<file path="src/rtl/pool2d_kxk_stream.sv">
// rtl/pool2d_kxk_stream.sv - streaming KxK non-overlapping max/average pooling stage
module pool2d_kxk_stream #(
  parameter int DATA_COL_NUM = 28,
  parameter int DATA_ROW_NUM = 28,
  parameter int WORDLENGTH   = 16,
  parameter int POOL_K       = 2,
  parameter int ACC_W        = WORDLENGTH + 2 * $clog2(POOL_K)
) (
  input  logic                  clk,
  input  logic                  irst_n,
  input  logic                  sclr,
  input  logic                  in_valid,
  input  logic [WORDLENGTH-1:0] pixel_in,
  input  logic                  mode,
  output logic [WORDLENGTH-1:0] data_out,
  output logic                  out_valid,
  output logic                  frame_done
);

  // Geometry derived from the parameters
  localparam int LOG_K   = $clog2(POOL_K);
  localparam int SHIFT   = 2 * LOG_K;
  localparam int SLOTS   = DATA_COL_NUM / POOL_K;
  localparam int COL_W   = (DATA_COL_NUM > 1) ? $clog2(DATA_COL_NUM) : 1;
  localparam int ROW_W   = (DATA_ROW_NUM > 1) ? $clog2(DATA_ROW_NUM) : 1;
  localparam int SLOT_W  = (SLOTS > 1) ? $clog2(SLOTS) : 1;
  localparam int COL_LIM = SLOTS * POOL_K;
  localparam int ROW_LIM = (DATA_ROW_NUM / POOL_K) * POOL_K;

  localparam logic [COL_W-1:0] COL_LAST = COL_W'(DATA_COL_NUM - 1);
  localparam logic [ROW_W-1:0] ROW_LAST = ROW_W'(DATA_ROW_NUM - 1);

  // Mode encoding on the mode input and in the latched copy
  localparam logic MODE_AVG = 1'b1;

  // Window geometry must be a power of two that fits inside the map
  if ((POOL_K < 2) || ((POOL_K & (POOL_K - 1)) != 0) ||
      (POOL_K > DATA_COL_NUM) || (POOL_K > DATA_ROW_NUM)) begin : g_bad_pool_k
    $error("pool2d_kxk_stream: POOL_K must be a power of two, >= 2 and <= map size");
  end

  logic [COL_W-1:0]        col_cnt;
  logic [ROW_W-1:0]        row_cnt;
  logic                    mode_q;

  logic signed [ACC_W-1:0] part_buf [SLOTS];

  logic                    accept;
  logic                    frame_start;
  logic                    eff_mode;
  logic                    col_end;
  logic                    row_end;
  logic                    in_region;
  logic                    win_first;
  logic                    win_last;
  logic [SLOT_W-1:0]       slot_idx;
  logic signed [ACC_W-1:0] slot_val;
  logic signed [ACC_W-1:0] pix_ext;
  logic signed [ACC_W-1:0] combined;
  logic [WORDLENGTH-1:0]   result;

  // sclr wins over in_valid, so a pixel presented alongside it is dropped
  assign accept      = in_valid & ~sclr;
  assign frame_start = (col_cnt == '0) && (row_cnt == '0);

  // The first pixel of a frame already combines with the live mode input
  assign eff_mode    = frame_start ? mode : mode_q;

  assign col_end     = (col_cnt == COL_LAST);
  assign row_end     = (row_cnt == ROW_LAST);

  // Remainder rows/columns (floor mode) are counted but never pooled
  assign in_region   = (32'(col_cnt) < COL_LIM) && (32'(row_cnt) < ROW_LIM);

  // Position inside the window comes from the low bits since POOL_K is a power of two
  assign win_first   = (col_cnt[LOG_K-1:0] == '0) && (row_cnt[LOG_K-1:0] == '0);
  assign win_last    = (&col_cnt[LOG_K-1:0]) && (&row_cnt[LOG_K-1:0]);

  assign slot_idx    = SLOT_W'(col_cnt >> LOG_K);
  assign slot_val    = part_buf[slot_idx];
  assign pix_ext     = ACC_W'($signed(pixel_in));

  // Merge the incoming pixel into its window partial; the window-first pixel just loads
  always_comb begin
    combined = pix_ext;
    if (!win_first) begin
      if (eff_mode == MODE_AVG) begin
        combined = slot_val + pix_ext;
      end else begin
        combined = (pix_ext > slot_val) ? pix_ext : slot_val;
      end
    end
  end

  // Average divides by K*K with an arithmetic shift (floor toward -inf); result always fits
  always_comb begin
    result = WORDLENGTH'(combined);
    if (eff_mode == MODE_AVG) begin
      result = WORDLENGTH'(combined >>> SHIFT);
    end
  end

  // Raster position counters, advancing only on accepted pixels and wrapping per frame
  always_ff @(posedge clk or negedge irst_n) begin
    if (!irst_n) begin
      col_cnt <= '0;
      row_cnt <= '0;
    end else if (sclr) begin
      col_cnt <= '0;
      row_cnt <= '0;
    end else if (in_valid) begin
      if (col_end) begin
        col_cnt <= '0;
        row_cnt <= row_end ? '0 : row_cnt + 1'b1;
      end else begin
        col_cnt <= col_cnt + 1'b1;
      end
    end
  end

  // Mode is captured with pixel (0,0) and held for the rest of the frame
  always_ff @(posedge clk or negedge irst_n) begin
    if (!irst_n) begin
      mode_q <= 1'b0;
    end else if (sclr) begin
      mode_q <= 1'b0;
    end else if (accept && frame_start) begin
      mode_q <= mode;
    end
  end

  // Partial buffer needs no reset: every window's first pixel overwrites its slot
  always_ff @(posedge clk) begin
    if (accept && in_region) begin
      part_buf[slot_idx] <= combined;
    end
  end

  // Result register: pulse out_valid one cycle after a window closes, hold data otherwise
  always_ff @(posedge clk or negedge irst_n) begin
    if (!irst_n) begin
      data_out   <= '0;
      out_valid  <= 1'b0;
      frame_done <= 1'b0;
    end else if (sclr) begin
      data_out   <= '0;
      out_valid  <= 1'b0;
      frame_done <= 1'b0;
    end else begin
      out_valid  <= accept && in_region && win_last;
      frame_done <= accept && col_end && row_end;
      if (accept && in_region && win_last) begin
        data_out <= result;
      end
    end
  end

endmodule

</file>
<file path="config.mk">
export PLATFORM = sky130hd
export DESIGN_NAME = pool2d_kxk_stream
export DESIGN_NICKNAME = d
export VERILOG_FILES = /design/src/rtl/pool2d_kxk_stream.sv
export SDC_FILE = /design/constraint.sdc
export NUM_CORES = 1
export LEC_CHECK = 0
export CAP_MARGIN = 30
export CORE_MARGIN = 4
export CORE_UTILIZATION = 65
export DETAILED_ROUTE_END_ITERATION = 8
export GPL_TIMING_DRIVEN = 0
export PLACE_DENSITY = 0.84
export RECOVER_POWER = 100
export SYNTH_ARGS = -nofsm -noshare
export SYNTH_HDL_FRONTEND = slang
export SYNTH_SLANG_ARGS = --single-unit
</file>
<file path="constraint.sdc">
create_clock -name clk -period 11.5 [get_ports clk]
set_clock_uncertainty 0.1 [all_clocks]
set_input_delay 2.3 -clock clk [delete_from_list [all_inputs] [get_ports clk]]
set_output_delay 2.3 -clock clk [all_outputs]
set_load 0.01 [all_outputs]
</file>
* Word-level counts from Yosys, hierarchy flattened *
Memories as Yosys holds them, arrays and structs flattened.
Index checks and enable logic that the tools add are counted.

storage, ports and cells
  output and inout port bits = 18
  bits in writable memories = 252
  flip-flop bits (word level) = 29
  bits of input ports = 21
  memories = 1

cells by class
  add/sub/neg operators = 3
  reductions and logical operators = 16
  bitwise logic cells = 4
  magnitude comparators = 3
  muxes and demuxes = 20
  equal/unequal tests = 2

memories
  memory    depth  width  read ports  clocked after Yosys merged registers in  wr ports  line  source
  part_buf  14     18     1           0                                        1         46    logic signed [ACC_W-1:0] part_buf [SLOTS];

operators by type and width
  cell                   number
  $mux W18               3
  $mux W16               3
  $mux W5                7
  $add A18 B16 Y18       1
  $gt A16 B18 Y1         1
  $add A5 B1 Y5 const B  2
  $eq A5 B5 Y1 const B   2
  $logic_not A5 Y1       2
  $lt A5 B5 Y1 const B   2
  $logic_and A1 B1 Y1    9
  $reduce_bool A2 Y1     4
  $mux W1                7
  $not A1 Y1             3
  $reduce_and A2 Y1      1
  $and A1 B1 Y1          1

* Depth between registers and ports, before layout *
Gate-level depths: netlist of the first run.

  depth after elaboration = 8
  gate-level depth with buffers = 18

* Least setup slack after synthesis of the first run *
OpenSTA, ideal clock, no wires.

  path type = input to register
  start = input port pixel_in[13]
  end = memory part_buf[0][16] in the netlist's numbering, data pin
  arrival time = 4608 ps
  buffers on the path = 2
  setup time = 281 ps
  cell stages on the path = 11
  path slack = 6512 ps
  cell sequence = ha_1 -> clkbuf_2 -> nand4_1 -> nor4_2 -> a221oi_2 -> nand3_2 -> mux2_4 -> nand3_1 -> clkbuf_1 -> o22ai_1 -> a21oi_1

between the ends
  longest elaborated chain between the ends = 4

ends and longest elaborated chain
  what                    line  source
  start, declared         13    input logic [WORDLENGTH-1:0] pixel_in,
  $gt A16 B18 Y1          90    combined = (pix_ext > slot_val) ? pix_ext : slot_val;
  $mux W18                90
  $mux W18 (*)            87    if (eff_mode == MODE_AVG) begin
  $mux W18 (*)            86    if (!win_first) begin
  named net combined[16]  59    logic signed [ACC_W-1:0] combined;
  end, declared           46

The timed path passes the listed nets; every way through them passes the cells marked *.

* Final worst setup path of the first run *
  start = input port pixel_in[15]
  end = memory part_buf[11][1] in the netlist's numbering, data pin

between the ends
  longest elaborated chain between the ends = 4

ends and longest elaborated chain
  what                   line
  $gt A16 B18 Y1         90
  $mux W18               90
  $mux W18               87
  $mux W18               86
  named net combined[1]  59

The timed path passes the listed nets, and every way through them passes these cells.

==> results.cfg, run 1 <==
[setup_path]
slowest_delay_ps = 690
rr_startpoint = col_cnt[4]
path_cells = dlygate4sd3_1 -> ha_1 -> nand4_1 -> nor4_1 -> a221oi_2 -> nand3_1 -> mux2_1 -> o21ai_0 -> clkbuf_1 -> a22oi_1 -> o21ai_0
cpMostUsedCell = o21ai_0
reg2reg_slack_ps = 5130
r2r-end = part_buf[11][1]
path_depth = 11
cp_max_fo = 14
cp-start-kind = input port
cpMaxStageDelayCell = dlygate4sd3_1
worstPathRequired_ps = 11510
cp.arrival_ps = 6620
critical_path.endpoint = part_buf[11][1]
crit_start = pixel_in[15]
rr_worst_depth = 15
cp_num_buf_inv = 2
path_class = in -> reg
cp-end-kind = flop
critPathTopFamily = compound AO/OA/AOI/OAI gates

[layout]
diodes = 0
final_util = 0.745
layout-drive-gt1-share = 0.119
nNetsFinal = 1030
area_delta_synth_final_pct = 12.2

[clock_network]
numCtsBuffers = 27
post_cts.repair.setup_buffers = 0
clockBufferDepth = 3
cts.sinks = 281
cts.repair.resized = 0
path_clk_slew_ps = 70
clockRootBuffer = clkbuf_16
clk_latency_ps = 550
ctsHtreeMaxLevel = 1
ctsHoldBuffers = 0
cts_tree = built

[synth]
ys_seq_area_frac = 0.640
synth_edf_count = 252
synth_top_family_by_area = multiplexers
synth_seq_cells = 281
ys_types = 66
avgSynthCellArea_um2 = 14.8
yosysWarnings = 0
yosys.area_share.simple = 0.0677
synth_xor_area_frac = 0.00946
synthAdderAreaFrac = 0.0392
synth_area_um2 = 13000
synthesis.nets = 937
synthCells = 876
synth_compound_area_frac = 0.0859
async_flop_share = 0.103
synth_flop_cell = edfxtp_1
synth_mux_area_frac = 0.129

[place]
hpwl_mm = 23.3
gp_congestion = 1.01
port_buffers = 38

[routing]
drc = 0
initialDrtViolationCount = 1062
avgViaCountPerCell = 6.72
vias = 8422
dr.pass1.iters = 6
ant_nets = 0
wl_per_cell_um = 26.9
wirelength_mm = 33.7

[grt]
busiest_layer = met2
grt_overflow = 0
track_usage = 0.313
antenna_found_initial = 0
use_met1 = 0.446
met3_usage = 0.0501
grt_pass1_wl_mm = 51.6
use_met2 = 0.494
first_global_vias = 8440
grt_max_degree = 22

[floorplan]
placement_rows = 51
coreArea_um2 = 19500
start_util = 0.664
io_pins = 39
dieHeight_um = 149
die_x_um = 149
dieArea_um2 = 22300

[sta]
rsz0062_at_grt = false
clock.fmax_mhz = 151
slew_violations = 53
finalCritPeriodShare = 0.575
final_hold_viol_count = 0
setup_viol = 0
relSlewSlack = -0.674
tns_ps = 0
worstMarginPinSlew_ps = 2500
fin_crit_ps = 6610

[power_and_ir_drop]
p_leak_nw = 4.99
power_density_nw_per_um2 = 155
p_total_w = 0.00226
ir_drop_mv = 0.150

[hold_path]
hold_class = reg -> reg

[run]
cap_viol_max_count = 3

[run_status]
outcome = finished with violations
violations = max-capacitance violations, max-slew violations
-- where the power goes --
part / switching (W) / internal (W)
sequential: 0.00000240 / 0.00115
combinational: 0.000191 / 0.0000961
clock: 0.000367 / 0.000454
total: 0.000560 / 0.00170
-- worst reg2reg max path: cells and delay by family (launching register included) --
| kind | cells | cell delay, ps |
|---|---|---|
| muxes | 1 | 470 |
| DFF | 1 | 330 |
| buffers and inverters | 4 | 1810 |
| and+or+nand+nor | 3 | 730 |
| adders and majority gates | 1 | 300 |
| AOI/OAI and AO/OA | 6 | 2200 |
-- cells in the mapped netlist, drive strengths merged (7+ instances only) --
| master | n | share of area |
|---|---|---|
| inv | 38 | 0.011 |
| nand3 | 18 | 0.0073 |
| o21ai | 26 | 0.010 |
| buf | 22 | 0.012 |
| edfxtp | 252 | 0.58 |
| xnor2 | 10 | 0.0068 |
| nand2b | 7 | 0.0034 |
| o221ai | 8 | 0.0054 |
| nor2 | 80 | 0.023 |
| mux4 | 54 | 0.094 |
| mux2i | 42 | 0.032 |
| o211ai | 7 | 0.0041 |
| clkbuf | 19 | 0.0056 |
| a21oi | 76 | 0.031 |
| dfrtp | 29 | 0.056 |
| nand2 | 44 | 0.013 |
| nor3 | 18 | 0.0070 |
| a22oi | 8 | 0.0046 |
| ha | 39 | 0.038 |
-- layout by cell type, fill, tap and decap left out, types with 6 or more instances in the layout --
cell type        count
o221ai_1             8
clkinv_1            10
dfrtp_1             29
a22oi_1              8
a22o_1               6
nand2_1             44
edfxtp_1           252
o21ai_0             26
ha_1                39
buf_2                6
xnor2_1             10
nand3_1             18
inv_1               38
nand2b_1             7
clkinv_2             6
clkbuf_1            52
clkbuf_16           27
a21oi_1             72
o211ai_1             7
dlygate4sd3_1       22
nor2_1              80
mux4_2              54
nor3_1              18
mux2i_1             42
clkdlybuf4s50_1     16
-- worst min-delay path by stage --
stage,slack [ps],end,start,cells after the start
6_report,410,data_out[0],data_out[0],2
5_1_grt,420,data_out[7],data_out[7],2
4_1_cts,410,data_out[1],data_out[1],2
3_5_place_dp,390,data_out[2],data_out[2],2
3_3_place_gp,390,data_out[7],data_out[7],2
2_1_floorplan,400,mode_q,mode_q,2
-- per-stage QoR --
stage                     setup slack [ps]  hold WS [ps]  std cells  cell area, um2
final                                 4890           407       1254           14500
after global routing                  4630           422       1254           14500
after CTS                             5740           413       1254           14800
after detailed placement              5160           393       1205           14000
after global placement                4670           386       1179           13700
after floorplan                       6510           403        876           13000
-- state kept, by name, summed over array words and instances, names as in the netlist --
| name | count |
|---|---|
| col_cnt | 5 |
| data_out | 16 |
| frame_done | 1 |
| mode_q | 1 |
| out_valid | 1 |
| part_buf | 252 |
| row_cnt | 5 |
-- area by class of cell --
type,count,area [um2]
flip-flops and latches,281,8290
fillers,1236,4990
multi-input cells,515,4270
clock buffers,32,694
repair buffers,64,478
well taps,265,332
plain buffers,41,215
inverters,39,146
clock inverters,17,114
-- cells by family after synthesis --
group                    after synthesis
buffers and inverters                 80
adder cells (fa/ha/maj)               40
flip-flops                           281
multiplexers                          99
AO/OA/AOI/OAI                        171
AND/OR/NAND/NOR                      191
XOR/XNOR                              14
-- per-layer routing --
| layer | wire (um) | vias to the layer above | share of wire |
|---|---|---|---|
| met2 | 16000 | 594 | 0.48 |
| met4 | 1640 | 0 | 0.049 |
| li1 | - | 3595 | - |
| met5 | 0 | - | 0 |
| met1 | 12700 | 4122 | 0.38 |
| met3 | 3310 | 111 | 0.098 |
Note: power is estimated with default switching activity, not from simulation.
==> run 2, diff against run 1 <==
Settings changed: CORE_UTILIZATION 65 to 62, PLACE_DENSITY 0.84 to 0.8.
Clock period 11.5 ns to 6.35 ns, I/O delays scaled along.
==> run 2 against run 1 <==
The flow finishes with violations (max-capacitance violations). Sequential power increased by 81%. Design area increased by 0.74%. Via count decreased by 1.6%. Sequential cell count unchanged. First-iteration DRC count decreased by 6.2%. Setup slack got worse by 4500 ps. Die area increased by 4.6%. Total power increased by 84%. Core utilization decreased by 2.8 points. Critical endpoint is now part_buf[8][6]. Largest cell class unchanged.
==> results.cfg, run 2 (synthesis gave the netlist of run 1 again) <==
[setup_path]
cp-end-kind = flop
slowest_delay_ps = 640
critPathTopFamily = compound AO/OA/AOI/OAI gates
cp.arrival_ps = 6080
path_class = reg -> reg
rr_startpoint = col_cnt[4]
cp_num_buf_inv = 5
worstPathRequired_ps = 6450
reg2reg_slack_ps = 370
rr_worst_depth = 16
cp_max_fo = 14
cpMaxStageDelayCell = o21ai_1
r2r-end = part_buf[8][6]
cp-start-kind = flop
path_cells = buf_2 -> clkbuf_1 -> clkbuf_1 -> a21oi_1 -> a21oi_1 -> ha_1 -> clkbuf_2 -> nand4_1 -> nor4_2 -> a221oi_2 -> nand3_2 -> mux2_4 -> o21ai_1 -> buf_2 -> a22oi_1 -> o21ai_1

[grt]
track_usage = 0.277
grt_max_degree = 20
grt_overflow = 0
first_global_vias = 8130
grt_pass1_wl_mm = 49.4
antenna_found_initial = 0

[sta]
tns_ps = 0
slew_violations = 0
final_hold_viol_count = 0
relSlewSlack = 0.0184
finalCritPeriodShare = 0.942
worstMarginPinSlew_ps = 1460
hold_ws_ps = 388
setup_viol = 0
rsz0062_at_grt = false
clock.fmax_mhz = 167
fin_crit_ps = 5980

[power_and_ir_drop]
combPwrFrac = 0.122
clockPowerShare = 0.377
p_seq_frac = 0.501
ir_drop_mv = 0.268
intPower_w = 0.00312
power_density_nw_per_um2 = 284
p_leak_nw = 5.03
p_switching_w = 0.00104
switching_share = 0.249

[layout]
final_cell_mix = edfxtp_1 (252), nor2_1 (80), a21oi_1 (72)
fillCellCount = 1386
layout-drive-gt1-share = 0.129
layout_commonest_cell = edfxtp_1
reg_top3 = part_buf x252, data_out x16
largest_register = part_buf
multi_input_comb_area_um2 = 4280
area_delta_synth_final_pct = 13.0
largest_reg_flops = 252
nNetsFinal = 1033
diodes = 0
seqCellArea_um2 = 8290

[clock_network]
cts.repair.resized = 0
clockRootBuffer = clkbuf_16
ctsHtreeMaxLevel = 1
cts_tree = built
cts.sinks = 281
post_cts.repair.setup_buffers = 0
ctsHoldBuffers = 0
path_clk_slew_ps = 70
clk_latency_ps = 560
numCtsBuffers = 28
clockBufferDepth = 3

[routing]
dr.pass1.iters = 6
drc = 0
avgViaCountPerCell = 6.56
initialDrtViolationCount = 996
wl_per_cell_um = 25.4
ant_nets = 0
wirelength_mm = 32.0
vias = 8284

[floorplan]
die_x_um = 153
dieHeight_um = 153
dieArea_um2 = 23300
placement_rows = 52
start_util = 0.634
coreArea_um2 = 20400
io_pins = 39

[run_status]
violations = max-capacitance violations
outcome = finished with violations

[place]
gp_congestion = 0.983
port_buffers = 38
hpwl_mm = 22.5

[run]
cap_viol_max_count = 1

[hold_path]
hold_class = reg -> reg
hold_path_depth = 2
hold_path_startpoint = data_out[0]
hold-path-endpoint = data_out[0]
==> run 2: how the worst max path moves through the flow <==
stage	from	endpoint	slack [ps]	depth (start not counted)
after floorplan	col_cnt[1]	part_buf[0][16]	2000	18
after global placement	col_cnt[4]	part_buf[2][15]	360	14
after detailed placement	col_cnt[4]	part_buf[9][6]	600	16
after CTS	col_cnt[4]	part_buf[8][6]	570	16
after global routing	col_cnt[2]	part_buf[13][17]	50	16
final	col_cnt[4]	part_buf[8][6]	370	16
==> run 2: layout make-up <==
type,count,share of cell area
well taps,270,0.0231
flip-flops and latches,281,0.566
clock buffers,35,0.0496
plain buffers,41,0.0151
repair buffers,66,0.0335
clock inverters,15,0.0101
inverters,39,0.00999
multi-input cells,515,0.292
==> run 2: routing by layer <==
layer | part of all wire | wire [um] | up-vias | GRT usage
met5 | 0 | 0 | - | 0
met4 | 0.035 | 1110 | 0 | 0.0895
met3 | 0.088 | 2810 | 86 | 0.0517
met2 | 0.47 | 14900 | 422 | 0.422
met1 | 0.41 | 13200 | 4170 | 0.412
li1 | - | - | 3606 | -
==> run 2: metrics by stage <==
step	setup WS [ps]	total power, W	area [um2]	std cells	utilization
2_1_floorplan	2000	0.00246	13000	876	-
3_3_place_gp	361	0.00261	13700	1184	0.670
3_5_place_dp	598	0.00263	14100	1211	0.690
4_1_cts	566	0.00417	15000	1261	0.732
5_1_grt	45.8	0.00430	14600	1262	0.717
6_report	368	0.00415	14600	1262	0.717
==> run 2: power groups by stage <==
stage / Clock (W) / Combinational (W) / Sequential [W]
final: 0.00156 / 0.000509 / 0.00208
after global routing: 0.00167 / 0.000554 / 0.00208
after detailed placement: 0 / 0.000507 / 0.00212
after global placement: 0 / 0.000487 / 0.00212
after floorplan: 0 / 0.000341 / 0.00212
after CTS: 0.00158 / 0.000511 / 0.00208
==> run 2: tightest hold or removal path, cell delays in order, from the launching register on <==
cell	delay (ps)
dfrtp_1	340
nand2_1	50
o221ai_1	60
==> run 3, diff against run 2 <==
Settings changed: CORE_MARGIN 4 to 3.
==> run 3 against run 2 <==
The run now ends clean. Cell count barely moved. Core utilization rose by 0.30 points. Global-route usage rose by 2.8 points. Critical path type unchanged. Critical endpoint is now part_buf[10][1]. Highest routed layer unchanged.
==> results.cfg, run 3 (synthesis gave the netlist of run 1 again) <==
[grt]
grt_max_degree = 19
track_usage = 0.304
antenna_found_initial = 0
grt_overflow = 0
grt_pass1_wl_mm = 50.3
first_global_vias = 8338

[clock_network]
cts_tree = built
cts.repair.resized = 0
path_clk_slew_ps = 70
clk_latency_ps = 550
clockRootBuffer = clkbuf_16
cts.sinks = 281
clockBufferDepth = 3
ctsHoldBuffers = 0
post_cts.repair.setup_buffers = 0
ctsHtreeMaxLevel = 1
numCtsBuffers = 28

[sta]
rsz0062_at_grt = false
setup_viol = 0
fin_crit_ps = 5940
setup_slack_ps = 412
relSlewSlack = 0.151
final_hold_viol_count = 0
slew_violations = 0
clock.fmax_mhz = 168
finalCritPeriodShare = 0.935
worstMarginPinSlew_ps = 1260
tns_ps = 0

[routing]
ant_nets = 0
drc = 0
initialDrtViolationCount = 945
wl_per_cell_um = 26.6
avgViaCountPerCell = 6.61
vias = 8348
wirelength_mm = 33.6
dr.pass1.iters = 6

[power_and_ir_drop]
power_density_nw_per_um2 = 285
p_leak_nw = 5.05
ir_drop_mv = 0.227
p_total_w = 0.00418

[place]
dpl_cell_area_um2 = 14100
hpwl_mm = 23.2
port_buffers = 38
gp_congestion = 0.972
place_worst_setup_slack_ps = 631

[layout]
layout-drive-gt1-share = 0.134
nNetsFinal = 1033
design_area_um2 = 14700
largest_reg_flops = 252
reg_top3 = part_buf x252, data_out x16
final_cell_mix = edfxtp_1 (252), nor2_1 (80), a21oi_1 (71)
diodes = 0
largest_register = part_buf
layout_commonest_cell = edfxtp_1
area_delta_synth_final_pct = 13.1

[floorplan]
start_util = 0.636
die_x_um = 151
placement_rows = 52
io_pins = 39
dieArea_um2 = 22700
coreArea_um2 = 20400
dieHeight_um = 151

[setup_path]
cp_max_fo = 10
cp_num_buf_inv = 4
cp-end-kind = flop
worstPathRequired_ps = 6640
path_cells = clkbuf_1 -> clkbuf_1 -> mux4_2 -> mux2i_1 -> nor2_1 -> a21oi_1 -> ha_1 -> nand4_2 -> nor4_2 -> a221oi_1 -> nand3_2 -> mux2_4 -> o21ai_0 -> buf_2 -> a22oi_1 -> o21ai_0 -> buf_2
rr_worst_depth = 17
path_class = reg -> reg
rr_startpoint = col_cnt[2]
cpMaxStageDelayCell = clkbuf_1
cp.arrival_ps = 6230
slowest_delay_ps = 590
r2r-end = part_buf[10][1]
cp-start-kind = flop
critPathTopFamily = buffers and inverters
reg2reg_slack_ps = 410

[hold_path]
hold_path_startpoint = data_out[2]
hold-path-endpoint = data_out[2]
hold_class = reg -> reg
hold_path_depth = 2

[run_status]
outcome = finished, final reports clean

[run]
cap_viol_max_count = 0
run 3: cell count changes in the layout (fill, tap and decap cells not counted), moves of 2 or more:
cell        previous run  this run
buf_2                  5         7
clkbuf_1              55        51
clkinv_2               2         7
clkinvlp_4             3         1
run 3: power breakdown:
group	total [W]	internal (W)	switching (W)
Combinational	0.000515	0.000180	0.000335
Sequential	0.00208	0.00208	0.00000449
Clock	0.00159	0.000895	0.000692
run 3: tightest hold or removal path: cells and delay by family, from the launching register on:
kind | cells | cell delay (ps)
AND/OR/NAND/NOR | 1 | 50
flip-flops | 1 | 340
AO/OA/AOI/OAI | 1 | 60
run 3: worst max-delay path by stage:
stage                                  to        from  slack [ps]  cells past startpoint
final                     part_buf[10][1]  col_cnt[2]         410                     17
after floorplan           part_buf[0][16]  col_cnt[1]        2000                     18
after CTS                 part_buf[1][16]  col_cnt[2]         570                     16
after global placement    part_buf[6][15]  col_cnt[2]         420                     15
after detailed placement  part_buf[3][16]  col_cnt[4]         630                     16
after global routing       part_buf[6][0]  col_cnt[4]         120                     17
run 3: area by class of cell:
cell class / instances / area, um2
buffer: 41 / 221
clock buffer: 33 / 719
clock inverter: 18 / 164
fill: 1314 / 5700
inverter: 39 / 146
multi-input combinational: 515 / 4290
sequential: 281 / 8290
tap: 270 / 338
timing repair buffer: 66 / 493
run 3: metrics by stage:
step                       util  hold slack (ps)  std cells
after floorplan               -              403        876
after global placement    0.672              380       1184
after detailed placement  0.693              385       1212
after CTS                 0.736              404       1263
after global routing      0.720              413       1263
final                     0.720              398       1263
run 3: per-layer routing:
metal,vias up,GRT usage,wire length (um)
met5,-,0,0
met4,0,0.108,1120
met3,97,0.0578,2960
met2,461,0.494,16400
met1,4191,0.420,13200
li1,3599,-,-
